## config.mk

```make
export PLATFORM = sky130hd
export DESIGN_NAME = instruction_fetch_queue_flat
export DESIGN_NICKNAME = d
export VERILOG_FILES = /design/src/rtl/fetch_pkg.sv /design/src/rtl/instruction_fetch_queue_if.sv /design/src/rtl/ifq_fifo.sv /design/src/rtl/instruction_fetch_queue.sv /design/src/flat_wrapper.sv
export SDC_FILE = /design/constraint.sdc
export NUM_CORES = 1
export LEC_CHECK = 0
export ABC_CLOCK_PERIOD_IN_PS = 9300
export CAP_MARGIN = 10
export CORE_ASPECT_RATIO = 1.2
export CORE_MARGIN = 2
export CORE_UTILIZATION = 36
export CTS_CLUSTER_DIAMETER = 60
export DETAILED_ROUTE_END_ITERATION = 10
export PLACE_DENSITY = 0.62
export SYNTH_ARGS = -nofsm -noshare
export SYNTH_HDL_FRONTEND = slang
export SYNTH_HIERARCHICAL = 1
export SYNTH_SLANG_ARGS = --single-unit
```

## constraint.sdc

```tcl
create_clock -name clock -period 9.3 [get_ports clock]
set_input_delay 2.79 -clock clock [delete_from_list [all_inputs] [get_ports clock]]
set_output_delay 2.79 -clock clock [all_outputs]
set_load 0.03 [all_outputs]
```

## src/rtl/fetch_pkg.sv

```systemverilog
// Shared fetch/decode definitions: datapath widths, fetch FSM encoding,
// queue entry layout and the instruction encodings decode also relies on.
package fetch_pkg;

  localparam int          INSTR_W = 32;
  localparam int          PC_W    = 32;
  localparam logic [31:0] PC_STEP = 32'd4;

  typedef enum logic [1:0] {
    FS_FETCH = 2'd0,
    FS_WAIT  = 2'd1,
    FS_KILL  = 2'd2
  } fetch_state_t;

  typedef struct packed {
    logic [PC_W-1:0]    pc;
    logic [INSTR_W-1:0] instr;
  } ifq_entry_t;

  // RV32-style opcode/funct fields; li is addi with rs1 = x0.
  localparam logic [6:0] OPC_OP     = 7'b0110011;
  localparam logic [6:0] OPC_OP_IMM = 7'b0010011;
  localparam logic [6:0] OPC_LOAD   = 7'b0000011;
  localparam logic [6:0] OPC_STORE  = 7'b0100011;
  localparam logic [6:0] OPC_BRANCH = 7'b1100011;
  localparam logic [6:0] OPC_LI     = OPC_OP_IMM;

  localparam logic [2:0] F3_ADD_SUB = 3'b000;
  localparam logic [2:0] F3_ADDI    = 3'b000;
  localparam logic [2:0] F3_SLL     = 3'b001;
  localparam logic [2:0] F3_SRL     = 3'b101;
  localparam logic [2:0] F3_MUL     = 3'b000;
  localparam logic [2:0] F3_LW      = 3'b010;
  localparam logic [2:0] F3_SW      = 3'b010;
  localparam logic [2:0] F3_BNE     = 3'b001;

  localparam logic [6:0] F7_BASE    = 7'b0000000;
  localparam logic [6:0] F7_SUB     = 7'b0100000;
  localparam logic [6:0] F7_MULDIV  = 7'b0000001;

  function automatic logic isBne(input logic [INSTR_W-1:0] instr);
    return (instr[6:0] == OPC_BRANCH) && (instr[14:12] == F3_BNE);
  endfunction

endpackage

```

## src/rtl/instruction_fetch_queue_if.sv

```systemverilog
// Fetch-side bundle: instruction memory request/response, decode delivery,
// branch redirect and queue occupancy. master = fetch unit, slave = environment.
interface instruction_fetch_queue_if #(
  parameter int DEPTH = 4
);
  import fetch_pkg::*;

  localparam int CNT_W = $clog2(DEPTH) + 1;

  logic               imem_req;
  logic [PC_W-1:0]    imem_addr;
  logic               imem_valid;
  logic [INSTR_W-1:0] imem_rdata;
  logic               available;
  logic               decodePulse;
  logic [INSTR_W-1:0] instr_out;
  logic [PC_W-1:0]    pc_out;
  logic               redirect_valid;
  logic [PC_W-1:0]    redirect_pc;
  logic [CNT_W-1:0]   queue_count;

  modport master (
    output imem_req, imem_addr,
    input  imem_valid, imem_rdata,
    input  available,
    output decodePulse, instr_out, pc_out,
    input  redirect_valid, redirect_pc,
    output queue_count
  );

  modport slave (
    input  imem_req, imem_addr,
    output imem_valid, imem_rdata,
    output available,
    input  decodePulse, instr_out, pc_out,
    output redirect_valid, redirect_pc,
    input  queue_count
  );

endinterface

```

## src/rtl/ifq_fifo.sv

```systemverilog
// Circular buffer of {pc, instr} entries with push/pop/flush; the occupancy
// counter is what tells full from empty once the pointers have wrapped.
module ifq_fifo
  import fetch_pkg::*;
#(
  parameter int DEPTH = 4,
  localparam int PTR_W = $clog2(DEPTH),
  localparam int CNT_W = PTR_W + 1
) (
  input  logic             clock,
  input  logic             reset,
  input  logic             i_push,
  input  ifq_entry_t       i_wdata,
  input  logic             i_pop,
  input  logic             i_flush,
  output ifq_entry_t       o_rdata,
  output logic [CNT_W-1:0] o_count
);

  localparam logic [CNT_W-1:0] FULL_COUNT = CNT_W'(DEPTH);

  ifq_entry_t       r_mem [DEPTH];
  logic [PTR_W-1:0] r_head;
  logic [PTR_W-1:0] r_tail;
  logic [CNT_W-1:0] r_count;
  logic             w_doPush;
  logic             w_doPop;

  // A push into a full queue is only legal when the head leaves on the same edge.
  assign w_doPop  = i_pop && (r_count != '0);
  assign w_doPush = i_push && ((r_count != FULL_COUNT) || w_doPop);

  always_ff @(posedge clock or posedge reset) begin
    if (reset) begin
      r_head  <= '0;
      r_tail  <= '0;
      r_count <= '0;
    end else if (i_flush) begin
      r_head  <= '0;
      r_tail  <= '0;
      r_count <= '0;
    end else begin
      if (w_doPush) r_tail <= r_tail + PTR_W'(1);
      if (w_doPop)  r_head <= r_head + PTR_W'(1);
      r_count <= r_count + CNT_W'(w_doPush) - CNT_W'(w_doPop);
    end
  end

  always_ff @(posedge clock) begin
    if (w_doPush && !i_flush) r_mem[r_tail] <= i_wdata;
  end

  assign o_rdata = r_mem[r_head];
  assign o_count = r_count;

endmodule

```

## src/rtl/instruction_fetch_queue.sv

```systemverilog
// Fetch stage: sequential PC generation, single-outstanding imem requests,
// queued delivery to decode and redirect flush. Optional IFQ_BYPASS_EN.
module instruction_fetch_queue
  import fetch_pkg::*;
#(
  parameter int          DEPTH   = 4,
  parameter logic [31:0] PC_INIT = 32'h0000_0000
) (
  input logic                       clock,
  input logic                       reset,
  instruction_fetch_queue_if.master bus
);

  localparam int CNT_W = $clog2(DEPTH) + 1;
  localparam logic [CNT_W-1:0] FULL_COUNT = CNT_W'(DEPTH);

  fetch_state_t       r_state;
  logic [PC_W-1:0]    r_pc;
  logic               r_imem_req;
  logic [PC_W-1:0]    r_imem_addr;
  logic               r_decodePulse;
  logic [INSTR_W-1:0] r_instr_out;
  logic [PC_W-1:0]    r_pc_out;

  logic [CNT_W-1:0]   w_count;
  ifq_entry_t         w_head;
  ifq_entry_t         w_wdata;
  logic               w_redirect;
  logic               w_empty;
  logic               w_respAccept;
  logic               w_bypass;
  logic               w_push;
  logic               w_pop;

  assign w_redirect   = bus.redirect_valid;
  assign w_empty      = (w_count == '0);
  assign w_respAccept = (r_state == FS_WAIT) && bus.imem_valid && !w_redirect;

`ifdef IFQ_BYPASS_EN
  assign w_bypass = w_respAccept && w_empty && bus.available;
`else
  assign w_bypass = 1'b0;
`endif

  assign w_push  = w_respAccept && !w_bypass;
  assign w_pop   = !w_empty && bus.available && !w_redirect;
  assign w_wdata = '{pc: r_pc, instr: bus.imem_rdata};

  ifq_fifo #(.DEPTH(DEPTH)) u_fifo (
    .clock   (clock),
    .reset   (reset),
    .i_push  (w_push),
    .i_wdata (w_wdata),
    .i_pop   (w_pop),
    .i_flush (w_redirect),
    .o_rdata (w_head),
    .o_count (w_count)
  );

  // Requests only leave FETCH while a slot is free, so the single in-flight
  // response always has room; KILL swallows a response made stale by redirect.
  always_ff @(posedge clock or posedge reset) begin
    if (reset) begin
      r_state     <= FS_FETCH;
      r_pc        <= PC_INIT;
      r_imem_req  <= 1'b0;
      r_imem_addr <= PC_INIT;
    end else begin
      r_imem_req <= 1'b0;
      if (w_redirect) begin
        r_pc <= bus.redirect_pc;
        if ((r_state == FS_WAIT || r_state == FS_KILL) && !bus.imem_valid) r_state <= FS_KILL;
        else                                                                r_state <= FS_FETCH;
      end else begin
        case (r_state)
          FS_FETCH: begin
            if (w_count < FULL_COUNT) begin
              r_imem_req  <= 1'b1;
              r_imem_addr <= r_pc;
              r_state     <= FS_WAIT;
            end
          end
          FS_WAIT: begin
            if (bus.imem_valid) begin
              r_pc    <= r_pc + PC_STEP;
              r_state <= FS_FETCH;
            end
          end
          FS_KILL: begin
            if (bus.imem_valid) r_state <= FS_FETCH;
          end
          default: r_state <= FS_FETCH;
        endcase
      end
    end
  end

  // Registered delivery to decode; a redirect cancels any issue that cycle.
  always_ff @(posedge clock or posedge reset) begin
    if (reset) begin
      r_decodePulse <= 1'b0;
      r_instr_out   <= '0;
      r_pc_out      <= '0;
    end else if (w_redirect) begin
      r_decodePulse <= 1'b0;
    end else if (w_bypass) begin
      r_decodePulse <= 1'b1;
      r_instr_out   <= bus.imem_rdata;
      r_pc_out      <= r_pc;
    end else if (w_pop) begin
      r_decodePulse <= 1'b1;
      r_instr_out   <= w_head.instr;
      r_pc_out      <= w_head.pc;
    end else begin
      r_decodePulse <= 1'b0;
    end
  end

  // A response with nothing outstanding breaks the memory protocol.
  assert property (@(posedge clock) disable iff (reset)
    !((r_state == FS_FETCH) && bus.imem_valid));

  assign bus.imem_req    = r_imem_req;
  assign bus.imem_addr   = r_imem_addr;
  assign bus.decodePulse = r_decodePulse;
  assign bus.instr_out   = r_instr_out;
  assign bus.pc_out      = r_pc_out;
  assign bus.queue_count = w_count;

endmodule

```

## src/flat_wrapper.sv

```systemverilog
// flat-port wrapper written by rule: the top's interface ports become plain ports
module instruction_fetch_queue_flat import fetch_pkg::*;
#(
  parameter int          DEPTH   = 4,
  parameter logic [31:0] PC_INIT = 32'h0000_0000
)
  (clock, reset, bus_imem_req, bus_imem_addr, bus_imem_valid, bus_imem_rdata, bus_available, bus_decodePulse, bus_instr_out, bus_pc_out, bus_redirect_valid, bus_redirect_pc, bus_queue_count);
  instruction_fetch_queue_if #(.DEPTH(DEPTH)) bus_i ();
  input logic clock;
  input logic reset;
  output wire logic [$bits(bus_i.imem_req)-1:0] bus_imem_req;
  output wire logic [$bits(bus_i.imem_addr)-1:0] bus_imem_addr;
  input wire logic [$bits(bus_i.imem_valid)-1:0] bus_imem_valid;
  input wire logic [$bits(bus_i.imem_rdata)-1:0] bus_imem_rdata;
  input wire logic [$bits(bus_i.available)-1:0] bus_available;
  output wire logic [$bits(bus_i.decodePulse)-1:0] bus_decodePulse;
  output wire logic [$bits(bus_i.instr_out)-1:0] bus_instr_out;
  output wire logic [$bits(bus_i.pc_out)-1:0] bus_pc_out;
  input wire logic [$bits(bus_i.redirect_valid)-1:0] bus_redirect_valid;
  input wire logic [$bits(bus_i.redirect_pc)-1:0] bus_redirect_pc;
  output wire logic [$bits(bus_i.queue_count)-1:0] bus_queue_count;
  assign bus_imem_req = bus_i.imem_req;
  assign bus_imem_addr = bus_i.imem_addr;
  assign bus_i.imem_valid = bus_imem_valid;
  assign bus_i.imem_rdata = bus_imem_rdata;
  assign bus_i.available = bus_available;
  assign bus_decodePulse = bus_i.decodePulse;
  assign bus_instr_out = bus_i.instr_out;
  assign bus_pc_out = bus_i.pc_out;
  assign bus_i.redirect_valid = bus_redirect_valid;
  assign bus_i.redirect_pc = bus_redirect_pc;
  assign bus_queue_count = bus_i.queue_count;
  instruction_fetch_queue #(.DEPTH(DEPTH), .PC_INIT(PC_INIT)) u_core (.clock(clock), .reset(reset), .bus(bus_i));
endmodule
```

---- Word level (Yosys, flattened, before mapping) ----
Memory sizes are Yosys's and may differ from the RTL's. A register that Yosys moved wholly into a read port is not among the register bits.
Index checks and enable logic that the tools add are counted.
storage, ports and cells
  register bits after elaboration ......... 75
  latch bits .............................. 0
  RAM bits ................................ 256
  memory bits (read-only) ................. 0
  output and inout port bits .............. 101
  memories kept ........................... 1
cells by class
  $add $sub $neg .......................... 5
  multipliers ............................. 0
  div/mod/pow operators ................... 0
  magnitude comparators ................... 1
  eq/ne operators ......................... 5
  shift-type cells ........................ 0
  mux-type cells .......................... 20
  bitwise gates (word level) .............. 1
  reductions and logical operators ........ 25
memories
  memory               depth  bits a word  read ports  clocked after Yosys merged registers in  wr ports  RTL line        source
  u_core.u_fifo.r_mem  4      64           1           1                                        1         ifq_fifo.sv:22  ifq_entry_t r_mem [DEPTH];
operators with widths
  operator                                                                  number
  32-bit 2-to-1 mux                                                         3
  32-bit by 3-bit adder with 32-bit output (second input constant)          1
  2-bit 2-to-1 mux                                                          8
  1-bit logical AND                                                         8
  2-bit nonzero test                                                        4
  1-bit 2-to-1 mux                                                          7
  2-bit AND reduction                                                       3
  2-bit by 1-bit adder with 2-bit output (second input constant)            2
  2-bit one-hot mux with 2 select lines                                     1
  3-bit by 1-bit adder with 3-bit output                                    1
  1-bit logical NOT                                                         3
  3-bit logical NOT                                                         1
  3-bit < comparator (second input constant)                                1
  3-bit 2-to-1 mux                                                          1
  3-bit by 1-bit inequality test with 1-bit output (second input constant)  1
  3-bit by 2-bit inequality test with 1-bit output (second input constant)  1
  3-bit inequality test (second input constant)                             1
  3-bit AND reduction                                                       1
  3-bit nonzero test                                                        1
  3-bit by 1-bit subtractor with 3-bit output                               1
  2-bit by 1-bit equality test with 1-bit output (second input constant)    1
  2-bit equality test (second input constant)                               1
  2-bit logical NOT                                                         1
  1-bit logical OR                                                          2
  other kinds (2)                                                           2

---- Longest topological paths before layout ----
  word-level depth ........................ 10
  depth in mapped cells ................... 13

---- By module ----
Netlist, hierarchy kept.
modules (own cells, without submodules)
  module                   times used  cells each  area each (µm²)  seq. area each (µm²)
  ifq_fifo                 1           378         9,689.3          7,862.5
  instruction_fetch_queue  1           434         5,576.6          3,303.2

---- Worst setup path after synthesis ----
No wires, ideal clock.
  path kind ............................... input to register
  from .................................... input bus_redirect_valid
  to ...................................... memory u_core/u_fifo/r_mem[0][0] (netlist name) (enable)
  arrival ................................. 5.909 ns
  path slack .............................. 2.962 ns
  stages on the path ...................... 8
  path buffers ............................ 3
  path through ............................ clkbuf_1 clkinv_1 o311a_1 clkbuf_1 buf_1 nor4b_2 nor3b_1 and2_1
between the ends
  longest elaborated chain between the ends .. 8
ends and longest elaborated chain
  element                                 RTL line                       source
  start, declared                         flat_wrapper.sv:19             input wire logic [$bits(bus_i.redirect_valid)-1:0] bus_redirect_valid;
  1-bit logical NOT                       instruction_fetch_queue.sv:46  assign w_pop = !w_empty && bus.available && !w_redirect;
  1-bit logical AND                       instruction_fetch_queue.sv:46
  named net u_core.w_pop                  instruction_fetch_queue.sv:33  logic w_pop;
  1-bit logical AND                       ifq_fifo.sv:30                 assign w_doPop = i_pop && (r_count != '0);
  1-bit logical OR                        ifq_fifo.sv:31                 assign w_doPush = i_push && ((r_count != FULL_COUNT) || w_doPop);
  1-bit logical AND                       ifq_fifo.sv:31
  1-bit logical AND                       ifq_fifo.sv:50                 if (w_doPush && !i_flush) r_mem[r_tail] <= i_wdata;
  1-bit 2-to-1 mux                        ifq_fifo.sv:50
  1-bit 2-to-1 mux (not written as such)  ifq_fifo.sv:50
  end, declared                           ifq_fifo.sv:22
The timed path passes the listed nets, and every way through them passes these cells.

---- Final worst setup path ----
  from .................................... input bus_redirect_valid
  to ...................................... memory u_core/u_fifo/r_mem[0][1] (netlist name) (enable)
between the ends
  longest elaborated chain between the ends .. 8
ends and longest elaborated chain
  element                                     RTL line
  1-bit logical NOT (*)                       ifq_fifo.sv:50, instruction_fetch_queue.sv:37, instruction_fetch_queue.sv:46
  1-bit logical AND                           instruction_fetch_queue.sv:46
  1-bit logical AND                           ifq_fifo.sv:30
  1-bit logical OR                            ifq_fifo.sv:31
  1-bit logical AND                           ifq_fifo.sv:31
  1-bit logical AND (*)                       ifq_fifo.sv:50
  1-bit 2-to-1 mux (*)                        ifq_fifo.sv:50
  1-bit 2-to-1 mux (not written as such) (*)  ifq_fifo.sv:50
Every way passes the cells marked *; elsewhere a longest branch is shown, timed or not.

==> flow_metrics.py <==
metrics = {
    "setup_path": {
        "critPathCaptureType": "flop",
        "critPathArrivalTime_ns": 6.31,
        "critical_path.slowest_cell": "sky130_fd_sc_hd__o311a_4",
        "timing.setup.critical_path_class": "primary input to flop",
        "reg2reg_depth": 4,
        "worstReg2RegEnd": "u_core/u_fifo/r_mem[0][1]",
        "r2r_start": "u_core/u_fifo/o_count[2]",
        "cpPeakStageDelay_ns": 1.00,
        "crit_path_max_fanout": 68,
        "timing.reg2reg.setup_slack_ns": 5.82,
        "critical_path.startpoint_type": "primary input",
        "cp.buffers_inverters": 3,
        "cpLargestDelayFamily": "simple AND/OR/NAND/NOR gates",
        "worst-endpoint-required_ns": 9.45,
        "cp_cell_sequence": "buf_2 -> buf_4 -> clkinv_1 -> o311a_4 -> nor4b_2 -> nor3b_1 -> and2_4",
    },
    "clock_tree": {
        "cts-htree-levels": 2,
        "numCtsBuffers": 43,
        "holdBufCountCts": 0,
        "insertion_delay_ns": 0.54,
        "post_cts_buffers": 0,
        "post_cts_resized": 0,
        "cts_num_sinks": 395,
        "worst_setup_hold_path_clk_slew_ns": 0.06,
        "clock_path_buffers": 3,
        "cts_tree": "done",
        "ctsRootBufferMaster": "sky130_fd_sc_hd__clkbuf_16",
    },
    "power": {
        "power_switching_share_pct": 28.96,
        "leakagePower_nw": 6.520,
        "seq_power_share_pct": 44.7,
        "clock_power_share_pct": 32.2,
        "max-vdd-ir-drop_mv": 0.1469,
        "comb_power_share_pct": 23.1,
        "intPower_mw": 3.599,
        "netSwitchingPower_mw": 1.467,
        "cellPowerDensity_nw_per_um2": 268.9,
    },
    "routing": {
        "drt-total-wl_mm": 32.86,
        "post_drt_wl_per_cell_um": 20.92,
        "ant_nets": 0,
        "drt_iter0_markers": 569,
        "vias_per_cell": 5.024,
        "drt-pass1-iter-count": 5,
        "vias": 7892,
        "drc": 0,
    },
    "floorplanning": {
        "die_y_um": 229.6,
        "die_width_um": 192.0,
        "die-area_um2": 44080,
        "floorplan.io_pins": 170,
        "coreArea_um2": 41860,
        "initial_core_util_pct": 36.47,
        "placement_rows": 82,
    },
    "global_route": {
        "grt_pass1_wl_mm": 50.09,
        "grt.busiest_layer": "met2",
        "vias_in_the_first_global_route": 8282,
        "antenna_found_initial": 0,
        "track_usage_pct": 15.12,
        "grt_max_degree": 87,
        "grt_remaining_overflow": 0,
        "met1_usage_pct": 20.35,
        "grtUsageMet3_pct": 3.218,
        "grt.met2_usage_pct": 24.67,
    },
    "sta": {
        "timing.final.crit_share_pct": 66.26,
        "timing.final.max_slew_violations": 0,
        "timing.final.crit_period_ns": 6.163,
        "slew_headroom_pct": 27.81,
        "setup_viol_count_final": 0,
        "achievable-frequency_ghz": 0.1623,
        "hold_ws_ns": 0.5020,
        "hold_violations": 0,
        "skew_ns": 0.01800,
        "total_negative_slack_for_setup_checks_ns": 0,
        "setup_repair_after_global_routing_missed_its_margin": "false",
        "worst_slew_pin_tran_ns": 1.083,
    },
    "placement": {
        "place.detailed.hpwl_mm": 19.76,
        "port-buffer-count": 169,
        "globalplace.congestion": 0.7399,
    },
    "synth": {
        "synthTopCellsByArea": "sky130_fd_sc_hd__edfxtp_1 (50%), sky130_fd_sc_hd__dfrtp_1 (23%), sky130_fd_sc_hd__mux4_2 (9.4%)",
        "asyncSetResetFlopFracSynth_pct": 35.19,
        "post_synth_fa_ha_maj_area_fraction_pct": 0.7868,
        "synthCells": 812,
        "ys.flop_type": "sky130_fd_sc_hd__edfxtp_1",
        "synthesis.yosys.warnings": 6,
        "average_instance_area_after_synthesis_um2": 18.80,
        "yosys.cell_types.count": 48,
        "main_combinational_cell_family_by_area_after_synthesis": "multiplexers",
        "yosys.area_share.simple_pct": 4.155,
        "yosys.area_share.xor_xnor_pct": 0.9180,
        "ys_ff_latch": 395,
        "syn_nets": 890,
        "muxShareOfSynthArea_pct": 16.88,
        "yosysTopAreaCellShare_pct": 50.36,
        "synth_sequential_area_ratio_pct": 73.14,
        "synthDominantAreaCellType": "sky130_fd_sc_hd__edfxtp_1",
        "synth_compound_area_share_pct": 2.295,
        "synth-edff-count": 256,
        "synthesis.area_um2": 15270,
    },
    "finish": {
        "mostFrequentLayoutCells": "sky130_fd_sc_hd__edfxtp_1 (256), sky130_fd_sc_hd__clkdlybuf4s50_1 (168), sky130_fd_sc_hd__dfrtp_1 (137)",
        "syn_to_final_growth_pct": 23.44,
        "footprint_of_the_multi_input_gates_um2": 3847,
        "diodes": 0,
        "n_fill_cell": 3711,
        "final_common_cell": "sky130_fd_sc_hd__edfxtp_1",
        "seq_cell_area_um2": 11170,
        "post_route_cells_drive_above_1_share_pct": 23.71,
        "num-nets-final": 1068,
    },
    "min_path": {
        "hold-path-cell-count": 1,
        "worst_hold_path.endpoint": "u_core/bus.instr_out[4]",
        "holdCritPathClass": "flop to flop",
        "min_from": "u_core/bus.instr_out[4]",
    },
    "outcome": {
        "run_status": "completed",
    },
    "job": {
        "cap_violations": 0,
    },
}
[power groups by stage]
stage	clock [mW]	combinational (mW)	sequential (mW)
CTS	1.68	1.19	2.27
floorplan	0	0.271	2.65
global route	1.75	1.24	2.30
global placement	0	1.18	2.30
finish	1.63	1.17	2.27
detailed placement	0	1.19	2.30
[how the worst max path moves through the flow]
stage                       start                          to  slack [ns]  depth (start not counted)
2_1_floorplan  bus_redirect_valid   u_core/u_fifo/r_mem[0][0]        2.96                          8
3_3_place_gp   bus_redirect_valid   u_core/u_fifo/r_mem[0][9]        2.58                          7
3_5_place_dp   bus_redirect_valid  u_core/u_fifo/r_mem[0][53]        2.49                          7
4_1_cts        bus_redirect_valid   u_core/u_fifo/r_mem[0][1]        3.08                          7
5_1_grt        bus_redirect_valid   u_core/u_fifo/r_mem[0][1]        2.79                          7
6_report       bus_redirect_valid   u_core/u_fifo/r_mem[0][1]        3.14                          7
[final cells by class]
type	count	share of cell area (%)
inverter	16	0.3453
clock buffer	63	6.328
sequential	395	59.29
multi-input combinational	361	20.42
clock inverter	17	0.8831
tap	546	3.625
timing repair buffer	173	9.110
[worst reg2reg max path: cells and delay by family, from the launching register on]
kind             cells  cell delay, ns
AND/OR/NAND/NOR      3            1.42
AO/OA/AOI/OAI        1            0.94
flip-flops           1            0.61
[routing by layer]
layer	routed length, µm	part of all wire (%)	vias up
met2	16170	49	217
met4	731	2.2	0
li1	-	-	3554
met5	0	0	-
met1	14060	43	4073
met3	1900	5.8	48
[synthesized netlist by cell type, types with 11 or more instances]
library cell               number
sky130_fd_sc_hd__clkbuf_1      19
sky130_fd_sc_hd__or4_1         12
sky130_fd_sc_hd__mux4_2        64
sky130_fd_sc_hd__dfrtp_1      139
sky130_fd_sc_hd__edfxtp_1     256
sky130_fd_sc_hd__nand2_1       23
sky130_fd_sc_hd__o31ai_1       11
sky130_fd_sc_hd__o21ai_0       16
sky130_fd_sc_hd__nand3_1       12
sky130_fd_sc_hd__xnor2_1       11
sky130_fd_sc_hd__a31oi_1       15
sky130_fd_sc_hd__mux2_2        98
sky130_fd_sc_hd__inv_1         15
sky130_fd_sc_hd__nor2_1        28
[flip-flops by register name, summed over array words and instances, names as in the netlist]
| signal | flops |
|---|---|
| u_core/r_pc | 32 |
| u_core/bus.pc_out | 32 |
| u_core/bus.imem_addr | 32 |
| u_core/u_fifo/r_tail | 2 |
| u_core/bus.imem_req | 1 |
| u_core/bus.decodePulse | 1 |
| u_core/bus.instr_out | 32 |
| u_core/r_state | 2 |
| u_core/u_fifo/r_head | 2 |
| u_core/u_fifo/r_mem | 256 |
| u_core/u_fifo/o_count | 3 |
[cells by family (layout without fill, tap and decap cells)]
| family | count (synthesis) | after routing |
|---|---|---|
| flip-flops | 395 | 395 |
| multiplexers | 165 | 165 |
| AND/OR/NAND/NOR | 118 | 118 |
| buffers and inverters | 56 | 269 |
| AO/OA/AOI/OAI | 53 | 53 |
| XOR/XNOR | 16 | 16 |
| adder cells (fa/ha/maj) | 9 | 9 |
[stage by stage]
step                      area (µm²)  utilization [%]  cells  total power [mW]  setup slack, ns
after floorplan                15270                -    812             2.924            2.962
after global placement         17490            41.77   1491             3.477            2.584
after detailed placement       17490            41.77   1491             3.491            2.491
after CTS                      18840            45.02   1571             5.148            3.077
after global routing           18840            45.02   1571             5.282            2.791
final                          18840            45.02   1571             5.067            3.137
No activity file was read; power rests on OpenSTA's default activity.
